<file path="src/rtl/game_score_keeper_if.sv">
// Bus between the game-logic controller (master) and the score keeper (slave):
// move/coin events, purchase handshake and the score/coin results for display.
interface game_score_keeper_if;
  logic [2:0]  game_state;
  logic        step_fwd;
  logic        step_back;
  logic        coin_pick;
  logic        buy_req;
  logic [9:0]  cost;
  logic        buy_ack;
  logic        buy_nack;
  logic [9:0]  score;
  logic [9:0]  coin;
  logic [9:0]  best;
  logic [9:0]  coin_store;
  logic [11:0] score_bcd;
  logic        bcd_valid;

  modport master (
    output game_state, step_fwd, step_back, coin_pick, buy_req, cost,
    input  buy_ack, buy_nack, score, coin, best, coin_store, score_bcd, bcd_valid
  );

  modport slave (
    input  game_state, step_fwd, step_back, coin_pick, buy_req, cost,
    output buy_ack, buy_nack, score, coin, best, coin_store, score_bcd, bcd_valid
  );
endinterface

</file>
<file path="src/rtl/game_score_keeper.sv">
// Run score/coin bookkeeping, best score, coin bank with purchase arbitration,
// and a serial double-dabble converter that presents the score as BCD.
module game_score_keeper #(
  parameter int unsigned SCORE_MAX = 999,
  parameter int unsigned COIN_MAX  = 999
) (
  input logic               clk,
  input logic               rst,
  game_score_keeper_if.slave bus
);
  localparam int unsigned W      = 10;
  localparam int unsigned BCD_W  = 12;
  localparam int unsigned CNT_W  = 4;
  localparam logic [W-1:0] SCORE_LIM = W'(SCORE_MAX);
  localparam logic [W-1:0] COIN_LIM  = W'(COIN_MAX);
  localparam logic [CNT_W-1:0] LAST_BIT = CNT_W'(W - 1);

  typedef enum logic {BUY_IDLE, BUY_DONE} buy_state_t;
  typedef enum logic {BCD_IDLE, BCD_SHIFT} bcd_state_t;

  logic [2:0]   prev_state;
  logic [W-1:0] pos, score_q, coin_q, best_q, store_q;
  logic         run_start, death, playing, menu;
  logic         fwd_only, back_only;
  logic [W-1:0] pos_inc;
  logic [W:0]   bank_sum;

  assign playing   = (bus.game_state == 3'd1);
  assign menu      = (bus.game_state == 3'd0) || (bus.game_state >= 3'd3);
  assign run_start = (prev_state != 3'd1) && playing;
  assign death     = (prev_state != 3'd2) && (bus.game_state == 3'd2);
  assign fwd_only  = bus.step_fwd && !bus.step_back;
  assign back_only = bus.step_back && !bus.step_fwd;
  assign pos_inc   = (pos < SCORE_LIM) ? pos + W'(1) : pos;
  assign bank_sum  = {1'b0, store_q} + {1'b0, coin_q};

  // Purchase FSM: one grant or refusal per request, serviced only from the menu
  buy_state_t buy_state, buy_state_n;
  logic       ack_n, nack_n, debit;
  logic       ack_q, nack_q;

  always_ff @(posedge clk or posedge rst) begin
    if (rst) begin
      buy_state <= BUY_IDLE;
      ack_q     <= 1'b0;
      nack_q    <= 1'b0;
    end else begin
      buy_state <= buy_state_n;
      ack_q     <= ack_n;
      nack_q    <= nack_n;
    end
  end

  always_comb begin
    buy_state_n = buy_state;
    ack_n       = 1'b0;
    nack_n      = 1'b0;
    debit       = 1'b0;
    case (buy_state)
      BUY_IDLE: begin
        if (menu && bus.buy_req) begin
          if (store_q >= bus.cost) begin
            ack_n = 1'b1;
            debit = 1'b1;
          end else begin
            nack_n = 1'b1;
          end
          buy_state_n = BUY_DONE;
        end
      end
      BUY_DONE: begin
        if (!bus.buy_req) buy_state_n = BUY_IDLE;
      end
      default: buy_state_n = BUY_IDLE;
    endcase
  end

  // Run tracking, death credit and purchase debit
  always_ff @(posedge clk or posedge rst) begin
    if (rst) begin
      prev_state <= 3'd0;
      pos        <= '0;
      score_q    <= '0;
      coin_q     <= '0;
      best_q     <= '0;
      store_q    <= '0;
    end else begin
      prev_state <= bus.game_state;
      if (run_start) begin
        pos     <= '0;
        score_q <= '0;
        coin_q  <= '0;
      end else if (playing) begin
        if (fwd_only) begin
          pos <= pos_inc;
          if (pos_inc > score_q) score_q <= pos_inc;
        end else if (back_only && (pos != '0)) begin
          pos <= pos - W'(1);
        end
        if (bus.coin_pick && (coin_q < COIN_LIM)) coin_q <= coin_q + W'(1);
      end
      if (death) begin
        if (score_q > best_q) best_q <= score_q;
        store_q <= (bank_sum > {1'b0, COIN_LIM}) ? COIN_LIM : bank_sum[W-1:0];
      end else if (debit) begin
        store_q <= store_q - bus.cost;
      end
    end
  end

  // BCD converter: snapshot the score, then one double-dabble step per cycle
  bcd_state_t       bcd_state, bcd_state_n;
  logic [W-1:0]     snap, snap_n, bin, bin_n;
  logic [BCD_W-1:0] acc, acc_n, adj, bcd_q, bcd_n;
  logic [CNT_W-1:0] cnt, cnt_n;
  logic             valid_q, valid_n;
  logic [BCD_W+W-1:0] shifted;

  function automatic logic [3:0] add3(input logic [3:0] d);
    return (d >= 4'd5) ? d + 4'd3 : d;
  endfunction

  always_ff @(posedge clk or posedge rst) begin
    if (rst) begin
      bcd_state <= BCD_IDLE;
      snap      <= '0;
      bin       <= '0;
      acc       <= '0;
      cnt       <= '0;
      bcd_q     <= '0;
      valid_q   <= 1'b1;
    end else begin
      bcd_state <= bcd_state_n;
      snap      <= snap_n;
      bin       <= bin_n;
      acc       <= acc_n;
      cnt       <= cnt_n;
      bcd_q     <= bcd_n;
      valid_q   <= valid_n;
    end
  end

  always_comb begin
    bcd_state_n = bcd_state;
    snap_n      = snap;
    bin_n       = bin;
    acc_n       = acc;
    cnt_n       = cnt;
    bcd_n       = bcd_q;
    valid_n     = valid_q;
    adj         = {add3(acc[11:8]), add3(acc[7:4]), add3(acc[3:0])};
    shifted     = {adj, bin} << 1;
    case (bcd_state)
      BCD_IDLE: begin
        if (score_q != snap) begin
          snap_n      = score_q;
          bin_n       = score_q;
          acc_n       = '0;
          cnt_n       = '0;
          valid_n     = 1'b0;
          bcd_state_n = BCD_SHIFT;
        end
      end
      BCD_SHIFT: begin
        acc_n = shifted[BCD_W+W-1:W];
        bin_n = shifted[W-1:0];
        cnt_n = cnt + CNT_W'(1);
        if (cnt == LAST_BIT) begin
          bcd_n       = shifted[BCD_W+W-1:W];
          valid_n     = (score_q == snap);
          bcd_state_n = BCD_IDLE;
        end
      end
      default: bcd_state_n = BCD_IDLE;
    endcase
  end

  assign bus.buy_ack    = ack_q;
  assign bus.buy_nack   = nack_q;
  assign bus.score      = score_q;
  assign bus.coin       = coin_q;
  assign bus.best       = best_q;
  assign bus.coin_store = store_q;
  assign bus.score_bcd  = bcd_q;
  assign bus.bcd_valid  = valid_q;
endmodule

</file>
<file path="src/flat_wrapper.sv">
// flat-port wrapper written by rule: the top's interface ports become plain ports
module game_score_keeper_flat 
#(
  parameter int unsigned SCORE_MAX = 999,
  parameter int unsigned COIN_MAX  = 999
)
  (clk, rst, bus_game_state, bus_step_fwd, bus_step_back, bus_coin_pick, bus_buy_req, bus_cost, bus_buy_ack, bus_buy_nack, bus_score, bus_coin, bus_best, bus_coin_store, bus_score_bcd, bus_bcd_valid);
  game_score_keeper_if bus_i ();
  input logic clk;
  input logic rst;
  input wire logic [$bits(bus_i.game_state)-1:0] bus_game_state;
  input wire logic [$bits(bus_i.step_fwd)-1:0] bus_step_fwd;
  input wire logic [$bits(bus_i.step_back)-1:0] bus_step_back;
  input wire logic [$bits(bus_i.coin_pick)-1:0] bus_coin_pick;
  input wire logic [$bits(bus_i.buy_req)-1:0] bus_buy_req;
  input wire logic [$bits(bus_i.cost)-1:0] bus_cost;
  output wire logic [$bits(bus_i.buy_ack)-1:0] bus_buy_ack;
  output wire logic [$bits(bus_i.buy_nack)-1:0] bus_buy_nack;
  output wire logic [$bits(bus_i.score)-1:0] bus_score;
  output wire logic [$bits(bus_i.coin)-1:0] bus_coin;
  output wire logic [$bits(bus_i.best)-1:0] bus_best;
  output wire logic [$bits(bus_i.coin_store)-1:0] bus_coin_store;
  output wire logic [$bits(bus_i.score_bcd)-1:0] bus_score_bcd;
  output wire logic [$bits(bus_i.bcd_valid)-1:0] bus_bcd_valid;
  assign bus_i.game_state = bus_game_state;
  assign bus_i.step_fwd = bus_step_fwd;
  assign bus_i.step_back = bus_step_back;
  assign bus_i.coin_pick = bus_coin_pick;
  assign bus_i.buy_req = bus_buy_req;
  assign bus_i.cost = bus_cost;
  assign bus_buy_ack = bus_i.buy_ack;
  assign bus_buy_nack = bus_i.buy_nack;
  assign bus_score = bus_i.score;
  assign bus_coin = bus_i.coin;
  assign bus_best = bus_i.best;
  assign bus_coin_store = bus_i.coin_store;
  assign bus_score_bcd = bus_i.score_bcd;
  assign bus_bcd_valid = bus_i.bcd_valid;
  game_score_keeper #(.SCORE_MAX(SCORE_MAX), .COIN_MAX(COIN_MAX)) u_core (.clk(clk), .rst(rst), .bus(bus_i));
endmodule
</file>
<file path="config.mk">
export PLATFORM = sky130hd
export DESIGN_NAME = game_score_keeper_flat
export DESIGN_NICKNAME = d
export VERILOG_FILES = /design/src/rtl/game_score_keeper_if.sv /design/src/rtl/game_score_keeper.sv /design/src/flat_wrapper.sv
export SDC_FILE = /design/constraint.sdc
export NUM_CORES = 1
export LEC_CHECK = 0
export CELL_PAD_IN_SITES_DETAIL_PLACEMENT = 1
export CELL_PAD_IN_SITES_GLOBAL_PLACEMENT = 1
export CORE_MARGIN = 2
export CORE_UTILIZATION = 25
export CTS_CLUSTER_DIAMETER = 60
export DETAILED_ROUTE_END_ITERATION = 16
export PLACE_DENSITY_LB_ADDON = 0.1
export SYNTH_ARGS = -nofsm -noshare
export SYNTH_HDL_FRONTEND = slang
export SYNTH_SLANG_ARGS = --single-unit
</file>
<file path="constraint.sdc">
create_clock -name clk -period 9.6 [get_ports clk]
set_clock_uncertainty 0.2 [all_clocks]
set_input_delay 2.4 -clock clk [delete_from_list [all_inputs] [get_ports clk]]
set_output_delay 2.4 -clock clk [all_outputs]
set_load 0.03 [all_outputs]
</file>
== Word-level counts from Yosys, hierarchy flattened ==
Index checks and enable logic that the tools add are counted.
Word-level totals
  output and inout bits: 55
  bits in registers: 106
  logic and storage cells: 110
Cells by class
  magnitude comparators: 10
  $add $sub $neg: 9
  equal/unequal tests: 9
  muxes and demuxes: 39
  bitwise gates (word level): 2
  reduce and logical (&&, ||, !) cells: 25
Operators by type and width (number)
  10-bit 2-to-1 mux: 16
  12-bit case mux with 2 select lines: 1
  10-bit by 1-bit adder with 10-bit output (second input constant): 2
  10-bit > comparator: 2
  10-bit < comparator (second input constant): 2
  10-bit case mux with 2 select lines: 1
  4-bit by 3-bit >= comparator with 1-bit output (second input constant): 3
  1-bit 2-to-1 mux: 12
  12-bit 2-to-1 mux: 1
  4-bit 2-to-1 mux: 3
  2-bit AND reduction: 6
  10-bit by 10-bit adder with 11-bit output: 1
  11-bit by 10-bit > comparator with 1-bit output (second input constant): 1
  10-bit == test: 1
  10-bit >= comparator: 1
  10-bit inequality test: 1
  10-bit nonzero test: 1
  2-bit nonzero test: 5
  10-bit by 1-bit subtractor with 10-bit output (second input constant): 1
  10-bit subtractor: 1
  4-bit by 2-bit adder with 4-bit output (second input constant): 2
  4-bit case mux with 2 select lines: 1
  1-bit logical AND: 7
  1-bit case mux with 2 select lines: 3
  17 further kinds: 19

== Longest topological paths before layout ==
Gate-level depths: netlist of the first run.
  word-level depth: 7
  mapped depth: 16
  gate-level depth less buffers: 14

== Least setup slack after synthesis of the first run ==
No wires, ideal clock.
  path kind: input port to flip-flop
  start: in bus_cost[0]
  end: reg u_core.store_q[5] (netlist: u_core.bus.coin_store[5])
  required time: 9258 ps
  setup slack: 5145 ps
  path buffers: 1
  setup time: 142 ps
  arrival: 4113 ps
  cell stages on the path: 9
  path through: ha_1 > fa_1 > nand2b_1 > a21oi_1 > o21a_1 > o21ai_2 > clkbuf_8 > a211oi_1 > a21oi_1
Between the ends
  word-level cells in the longest chain between the ends: 5
  elaborated cells on any way between the ends: 8
  those cells by class: add/sub: 1; order compare: 1; mux: 5; reduce/logical: 1
RTL lines
  from (decl): RTL line flat_wrapper.sv:16  | input wire logic [$bits(bus_i.cost)-1:0] bus_cost;
  10-bit >= comparator: RTL line game_score_keeper.sv:62  | if (store_q >= bus.cost) begin
  1-bit 2-to-1 mux: RTL line game_score_keeper.sv:62
  1-bit 2-to-1 mux: RTL line game_score_keeper.sv:61  | if (menu && bus.buy_req) begin
  1-bit 2-to-1 mux: RTL line game_score_keeper.sv:59  | case (buy_state)
  2-bit nonzero test (no line)
  to (signal assigned): RTL line game_score_keeper.sv:104  | store_q <= (bank_sum > {1'b0, COIN_LIM}) ? COIN_LIM : bank_sum[W-1:0];
  to (signal assigned): RTL line game_score_keeper.sv:106  | store_q <= store_q - bus.cost;
  to (decl): RTL line game_score_keeper.sv:22  | logic [W-1:0] pos, score_q, coin_q, best_q, store_q;
Parallel ways exist; a longest one is shown, timed or not. The select of a mux whose other input is x is not followed.
A chain may end at the register's enable or synchronous reset.

== Worst setup path in the final report of the first run ==
  start: in bus_cost[5]
  end: reg u_core.store_q[3] (netlist: u_core.bus.coin_store[3])
Between the ends
  word-level cells in the longest chain between the ends: 5
RTL lines (RTL line)
  10-bit >= comparator: game_score_keeper.sv:62
  1-bit 2-to-1 mux: game_score_keeper.sv:62
  1-bit 2-to-1 mux: game_score_keeper.sv:61
  1-bit 2-to-1 mux: game_score_keeper.sv:59
  2-bit nonzero test (no line)
Every way passes these cells.

==> results of run 1 <==
[cell usage after synthesis, types with 9 or more instances]
library cell / count
a21o_1: 9
o21ai_0: 78
nor2b_1: 13
inv_1: 51
nand2_1: 80
mux2i_1: 26
a21oi_1: 47
nand3_1: 19
ha_1: 52
nand2b_1: 10
nor2_1: 66
xnor2_1: 26
nand4_1: 11
xor2_1: 14
dfrtp_1: 105
clkbuf_1: 18
[metal layers]
layer	vias to the layer above	routed length, microns
met4	0	213
met2	50	9380
met5	-	0
met1	2782	9600
met3	12	414
li1	2705	-
[through the flow]
| step | hold WS (ns) | worst slack [ns] | util [%] | instances |
|---|---|---|---|---|
| floorplan | 0.250 | 4.21 | - | 736 |
| global placement | 0.249 | 4.43 | 29.7 | 1124 |
| detailed placement | 0.261 | 4.27 | 29.7 | 1124 |
| CTS | 0.275 | 4.66 | 30.9 | 1140 |
| global route | 0.302 | 4.35 | 30.9 | 1140 |
| finish | 0.269 | 4.66 | 30.9 | 1140 |
[where the power goes]
part / switching (uW) / total, uW / leakage [uW] / internal, uW
clock network: 199 / 410 / 0.000156 / 210
registers: 146 / 705 / 0.00139 / 559
logic: 603 / 1060 / 0.00197 / 454
total: 949 / 2170 / 0.00351 / 1220
[worst paths after layout]
path,depth (start not counted),slack (ns),startpoint,to
hold / removal,2,0.27,u_core.bus.bcd_valid,u_core.bus.bcd_valid
hold reg to reg,2,0.27,u_core.bus.bcd_valid,u_core.bus.bcd_valid
min in group asynchronous,2,2.22,rst,u_core.bus.score_bcd[4]
max in group asynchronous,3,5.61,rst,u_core.bcd_state
setup reg to reg,12,5.66,u_core.pos[5],u_core.bus.score[0]
setup / recovery,10,4.66,bus_cost[5],u_core.bus.coin_store[3]
[registers in the layout, indices dropped and copies added (netlist names)]
name                   cells
u_core.bcd_state           1
u_core.bus.best           10
u_core.bus.coin_store     10
u_core.cnt                 4
u_core.pos                10
u_core.snap               10
u_core.bus.buy_nack        1
u_core.bus.score_bcd      12
u_core.acc                12
u_core.prev_state          3
u_core.bus.buy_ack         1
u_core.bin                10
u_core.bus.score          10
u_core.bus.coin           10
u_core.bus.bcd_valid       1
u_core.buy_state           1
[layout make-up]
cell class              count  area (sq um)
repair buffers             79           776
clock inverters             7          92.6
flip-flops and latches    106          2660
multi-input cells         553          3710
fillers                  3054         18100
well taps                 335           419
clock buffers               9           225
inverters                  51           194
[critical path, stage by stage]
cell             delay [ns]
clkdlybuf4s50_1        0.45
inv_1                  0.05
ha_1                   0.34
a21oi_1                0.16
o21ai_0                0.12
or3_1                  0.36
o21ai_2                0.55
nand2_1                0.25
o21bai_1               0.19
o22ai_1                0.10
[cell families (layout without fill, tap and decap cells)]
group	Yosys count	after routing	share of synthesized area, %
and+or+nand+nor	229	229	16.0
AOI/OAI and AO/OA	197	197	18.7
DFF	106	106	39.8
buffers and inverters	77	146	4.78
adders and majority gates	54	54	10.4
xor gates and xnor gates	40	40	5.25
muxes	33	33	5.08
==> metrics.cfg, run 1 <==
[status]
status=complete, but fails checks
violations=DRC

[cts]
cts_resized=0
cts_made_buffers=9
cts_sinks=106
clk_path_buf_depth=2
ctsHoldBuffers=0
clk_latency_ns=0.36
clk_pin_slew_ns=0.08
post_cts_buffers=0
cts_htree_levels=3
cts_tree=done
clock-root-buffer=clkbuf_16

[global_routing]
antenna_found_initial=0
grt_max_degree=72
use_met3_pct=2.41
gr-usage-met2_pct=24.3
grt_use_met1_pct=19.2
grt_pass1_wl_microns=32200
grt.total_usage_pct=14.3
overflow=0
top_usage_layer=met2
grt_pass1_vias=5832

[setup_path]
worstSetupPathType=in2reg
critPathLaunchType=input pin
critPathMaxFanout=19
end_kind=flop
worstPathArrival_ns=4.97
cp.required_ns=9.63

[yosys]
synth-main-ff-cell=dfrtp_1
ys_types=63
yosys_warnings=0
ys_seq_area_share_pct=39.8
synth_top_area_share_pct=39.4
synthArstFlopShare_pct=100
postSynthAreaPerCell_sq_um=9.06
yosys-top-cells-area=dfrtp_1 39%, ha_1 9.8%, o21ai_0 5.9%
ys_ff_latch=106
synth_edf_count=0
synth_area_sq_mm=0.00667
netlist.top_cell.by_area=dfrtp_1
postSynthCellCount=736
synth_nets=809

[timing]
min_period_ns=4.94
fmax_mhz=202
rsz0062_at_grt=false
relSlewSlack_pct=24.0
hold_viol=0
setup_viol=0
timing.setup.tns_ns=0
slew_violations=0
worst_pin_slew_ns=1.14
post-route-period-util_pct=51.5

[floorplan]
initial_utilization_pct=25.5
core_sq_mm=0.0261
pin_count=74
die_h_microns=167
die-area_sq_mm=0.0280
rows=59
die_w_microns=167

[placed_design]
hpwl_microns=14600
postPlaceCellArea_sq_mm=0.00775
gp_congestion=0.774
io_buffers=73

[power]
p_leak_uw=0.00351
ir_drop_mv=0.0981
powerDensity_mw_per_mm2=269
power_uw=2170

[worst_hold_path]
holdCritPathClass=reg2reg

[drt]
dr.pass1.iters=11
wl_per_cell_microns=17.2
vias=5549
ant_nets=0
drc=4
drt_iter0_drc=215
viasPerCell=4.87
wirelength_microns=19600

[cells_and_area]
area_growth_pct=21.0
mostFrequentLayoutCells=104 x dfrtp_1, 80 x nand2_1, 78 x o21ai_0
mostFrequentLayoutCell=dfrtp_1
finalInstanceArea_sq_mm=0.00807
nNetsFinal=873
diodes=0
drive_above_1_share_pct=5.59

[flow_run]
drv_cap=0

Note: power is estimated with default switching activity, not from simulation.
==> run 2: changes to the inputs <==
Clock period 9.6 ns to 4.6 ns, I/O delays scaled along.
==> run 2 against run 1 <==
The flow still finishes with violations (DRC); combinational power grew 120%; wire length shrank 0.73%; die area unchanged; sequential share of layout area is 0.21 points lower; sequential power is 100% higher; total power rose by 110%; count of clock-buffer cells in the layout unchanged; utilization rose by 0.20 points; sequential cell count stayed put; final cell count up 0.61%; non-clock buffer count increased by 7; highest routed layer unchanged.
==> metrics.cfg, run 2 (synthesis gave the netlist of run 1 again) <==
[status]
status=complete, but fails checks
violations=DRC

[drt]
dr.pass1.iters=10  ; -1
wl_per_cell_microns=17.0  ; -1.3%
ant_nets=0  ; unchanged
vias=5513  ; -0.65%
wirelength_microns=19500  ; -0.73%
drt_iter0_drc=214  ; -0.47%
viasPerCell=4.81  ; -1.3%
drc=4  ; unchanged

[floorplan]
die-area_sq_mm=0.0280  ; unchanged
rows=59  ; unchanged
die_w_microns=167  ; unchanged
die_h_microns=167  ; unchanged
pin_count=74  ; unchanged
initial_utilization_pct=25.5  ; unchanged
core_sq_mm=0.0261  ; unchanged

[timing]
relSlewSlack_pct=43.6  ; +20 points
slew_violations=0  ; unchanged
fin_ws_ns=0.720  ; -3.94 ns
worst_pin_slew_ns=0.843  ; -0.296 ns
hold_viol=0  ; unchanged
fmax_mhz=258
setup_viol=0  ; unchanged
min_period_ns=3.88
post-route-period-util_pct=84.3
rsz0062_at_grt=false
timing.setup.tns_ns=0  ; unchanged

[setup_path]
worstSetupPathType=reg2reg
critPathLaunchType=flop
cp.required_ns=4.65  ; -4.98 ns
worstReg2RegStart=u_core.pos[5]
end_kind=flop
worstPathArrival_ns=3.93  ; -1.04 ns
crit_start=u_core.pos[5]
critPathMaxFanout=14  ; -5

[worst_hold_path]
holdCritPathClass=reg2reg
min_from=u_core.bus.bcd_valid

[cts]
ctsHoldBuffers=0  ; unchanged
cts_made_buffers=9  ; unchanged
cts_tree=done
clock-root-buffer=clkbuf_16
cts_resized=0  ; unchanged
post_cts_buffers=0  ; unchanged
clk_pin_slew_ns=0.09  ; about the same
clk_latency_ns=0.36  ; about the same
cts_htree_levels=3  ; unchanged
clk_path_buf_depth=2  ; unchanged
cts_sinks=106  ; unchanged

[power]
p_leak_uw=0.00354  ; +0.83%
powerDensity_mw_per_mm2=555  ; +110%
ir_drop_mv=0.224  ; +130%

[cells_and_area]
utilization_pct=31.1  ; +0.20 points
diodes=0  ; unchanged
area_growth_pct=21.7
nNetsFinal=880  ; +0.80%
mostFrequentLayoutCell=dfrtp_1
drive_above_1_share_pct=6.40  ; +0.81 points
mostFrequentLayoutCells=104 x dfrtp_1, 80 x nand2_1, 78 x o21ai_0

[placed_design]
gp_congestion=0.793  ; +2.5%
io_buffers=73  ; unchanged
dpl_worst_slack_ns=0.525  ; -3.75 ns
hpwl_microns=14700  ; +0.72%

[global_routing]
overflow=0  ; unchanged
grt_pass1_wl_microns=32400  ; +0.58%
grt_pass1_vias=5971  ; +2.4%
grt.total_usage_pct=14.5  ; +0.14 points
grt_max_degree=69  ; -4.2%
antenna_found_initial=0  ; unchanged

[flow_run]
drv_cap=0  ; unchanged

-- run 2: changes by cell type in the layout (fill, tap and decap cells not counted), sizes merged --
| cell | before | now |
|---|---|---|
| clkinvlp | 0 | 1 |
| bufinv | 1 | 0 |
| buf | 6 | 13 |
-- run 2: final timing paths --
| path | to | slack, ns | depth (start not counted) |
|---|---|---|---|
| worst max-delay path | u_core.bus.score[0] | 0.72 | 12 |
| worst min-delay path | u_core.bus.bcd_valid | 0.27 | 2 |
| worst max register to register | u_core.bus.score[0] | 0.72 | 12 |
| worst min register to register | u_core.bus.bcd_valid | 0.27 | 2 |
| max in group asynchronous | u_core.bus.best[8] | 2.33 | 3 |
| min in group asynchronous | u_core.acc[5] | 1.08 | 2 |
-- run 2: metal layers --
metal | vias up | track usage (%) | share of wire, %
li1 | 2730 | - | -
met1 | 2724 | 19.2 | 49
met2 | 47 | 24.8 | 48
met3 | 12 | 2.29 | 2.1
met4 | 0 | 3.36 | 0.91
met5 | - | 0 | 0
-- run 2: cell type report --
cell class	instances	area, sq um
Sequential cell	106	2660
Timing Repair Buffer	86	841
Tap cell	335	419
Fill cell	3040	18000
Clock buffer	9	225
Multi-Input combinational cell	553	3710
Inverter	51	194
Clock inverter	7	80.1
-- run 2: report_power, final --
| part | total [uW] | switching [uW] | internal [uW] |
|---|---|---|---|
| clock network | 808 | 417 | 391 |
| logic | 2290 | 1340 | 956 |
| registers | 1410 | 238 | 1170 |
-- run 2: critical path: stages, from the launching register on --
cell	delay, ns
dfrtp_1	0.54
nand4_1	0.17
nor2_1	0.24
nand2_1	0.35
o21ai_0	0.54
ha_1	0.35
nor2b_1	0.14
o21a_1	0.16
o21ai_0	0.16
a21oi_1	0.09
o31a_1	0.47
mux2i_1	0.19
nor2b_1	0.16
-- run 2: stage by stage --
| stage | hold slack, ns | instances | instance area [sq um] | total power (uW) |
|---|---|---|---|---|
| detailed placement | 0.258 | 1131 | 7820 | 3750 |
| CTS | 0.273 | 1147 | 8120 | 4600 |
| floorplan | 0.250 | 736 | 6670 | 2990 |
| global route | 0.297 | 1147 | 8120 | 4910 |
| global placement | 0.249 | 1131 | 7820 | 3670 |
| finish | 0.269 | 1147 | 8120 | 4510 |
==> RTL edit (settings of run 2) <==
`CNT_W`: 4 -> 3.
--- a/src/rtl/game_score_keeper.sv
+++ b/src/rtl/game_score_keeper.sv
@@ -11,5 +11,5 @@
   localparam int unsigned W      = 10;
   localparam int unsigned BCD_W  = 12;
-  localparam int unsigned CNT_W  = 4;
+  localparam int unsigned CNT_W  = 3;
   localparam logic [W-1:0] SCORE_LIM = W'(SCORE_MAX);
   localparam logic [W-1:0] COIN_LIM  = W'(COIN_MAX);
Function: changed (Yosys sat finds a counterexample within 10 cycles, from zero or initial values and one cycle with rst high).
==> RTL edit against run 2 <==
  * Wire length up 6.4%
  * Via count is 4.3% higher
  * Power shrank 5.2%
  * Sequential cell count fell by 1
  * Setup slack better by 84 ps
  * Cell area grew 2.1%
  * Largest power group unchanged
  * Area after synthesis rose by 3.2%
==> RTL edit: results (changes against run 2) <==
Outcome
The flow ran to the end, and the final reports show no timing, DRC or antenna violations.

Yosys
The post-synthesis net count is 820 (+1.4%). The synthesized-area fraction occupied by adder cells is 10.03% (-0.33 points). By count the netlist is led by sky130_fd_sc_hd__dfrtp_1 (104), sky130_fd_sc_hd__nand2_1 (87), sky130_fd_sc_hd__o21ai_0 (71).

The synthesized instance count is 747 (+1.5%). The fraction of the mapped netlist area in compound gates came to 19.28% (+0.54 points). Yosys attributes the largest share of cell area to sky130_fd_sc_hd__dfrtp_1 (38%), sky130_fd_sc_hd__ha_1 (9.4%), sky130_fd_sc_hd__mux2i_1 (5.2%).

Drt
The first-pass detailed-route iteration total was 4 (-6). The initial DRC count was 204 (-4.7%). The total routed wirelength is 20710 µm (+6.4%).

The met1 layer wirelength in the final routing came to 10130 µm (+5.6%).

Final layout
The share of layout cells above drive strength 1 came to 6.863% (+0.46 points). The post-layout instance count excluding filler cells is 1157 (+0.87%). The net count of the finished layout is 884 (+0.45%). The register cell area after layout is 2629 µm² (-0.99%).

Global route
The met3 demand-to-capacity share in global routing came to 2.907% (+0.61 points). The number of global-route vias before repair was 6001 (+0.50%). The first-pass GRT wire length is 33480 µm (+3.4%). The maximum number of pins on one net before global-route repair is 59 (-14%).

Critical path
The highest net fanout along the worst path is 12 (-2). The peak per-stage delay on the critical path came to 520 ps (-20 ps).

Place
The placed cell area is 7991 µm² (+2.3%). The post-placement worst setup slack was 606.0 ps (+80.75 ps). The final estimated routing congestion in global placement is 0.7911 (-0.20%).

Power
The leakage power total is 3.805 nW (+7.5%). The reported sequential group power is 0.00136 W (-4%). The maximum vdd drop is 0.1840 mV (-18%).
RTL edit: cell types whose count changed after synthesis, sizes merged, moves of 7 or more:
cell | before | now
o21ai | 79 | 72
mux2i | 26 | 36
nand2 | 80 | 87
nor3 | 7 | 19
a21oi | 48 | 37
nor2 | 66 | 48
RTL edit: worst paths after layout:
check	slack, ps	startpoint	depth (start not counted)	end
max in group asynchronous	2370	rst	3	u_core.bus.score[4]
worst min-delay path	280	u_core.bus.bcd_valid	2	u_core.bus.bcd_valid
worst max-delay path	800	u_core.pos[0]	11	u_core.bus.score[7]
worst max register to register	800	u_core.pos[0]	11	u_core.bus.score[7]
worst min register to register	280	u_core.bus.bcd_valid	2	u_core.bus.bcd_valid
min in group asynchronous	1040	rst	2	u_core.bus.score_bcd[4]
RTL edit: layout make-up:
type / instances / share of cell area (%)
clock buffers: 10 / 2.761
clock inverters: 6 / 0.8900
multi-input cells: 565 / 47.58
flip-flops and latches: 105 / 31.69
well taps: 341 / 5.144
inverters: 49 / 2.248
repair buffers: 81 / 9.685
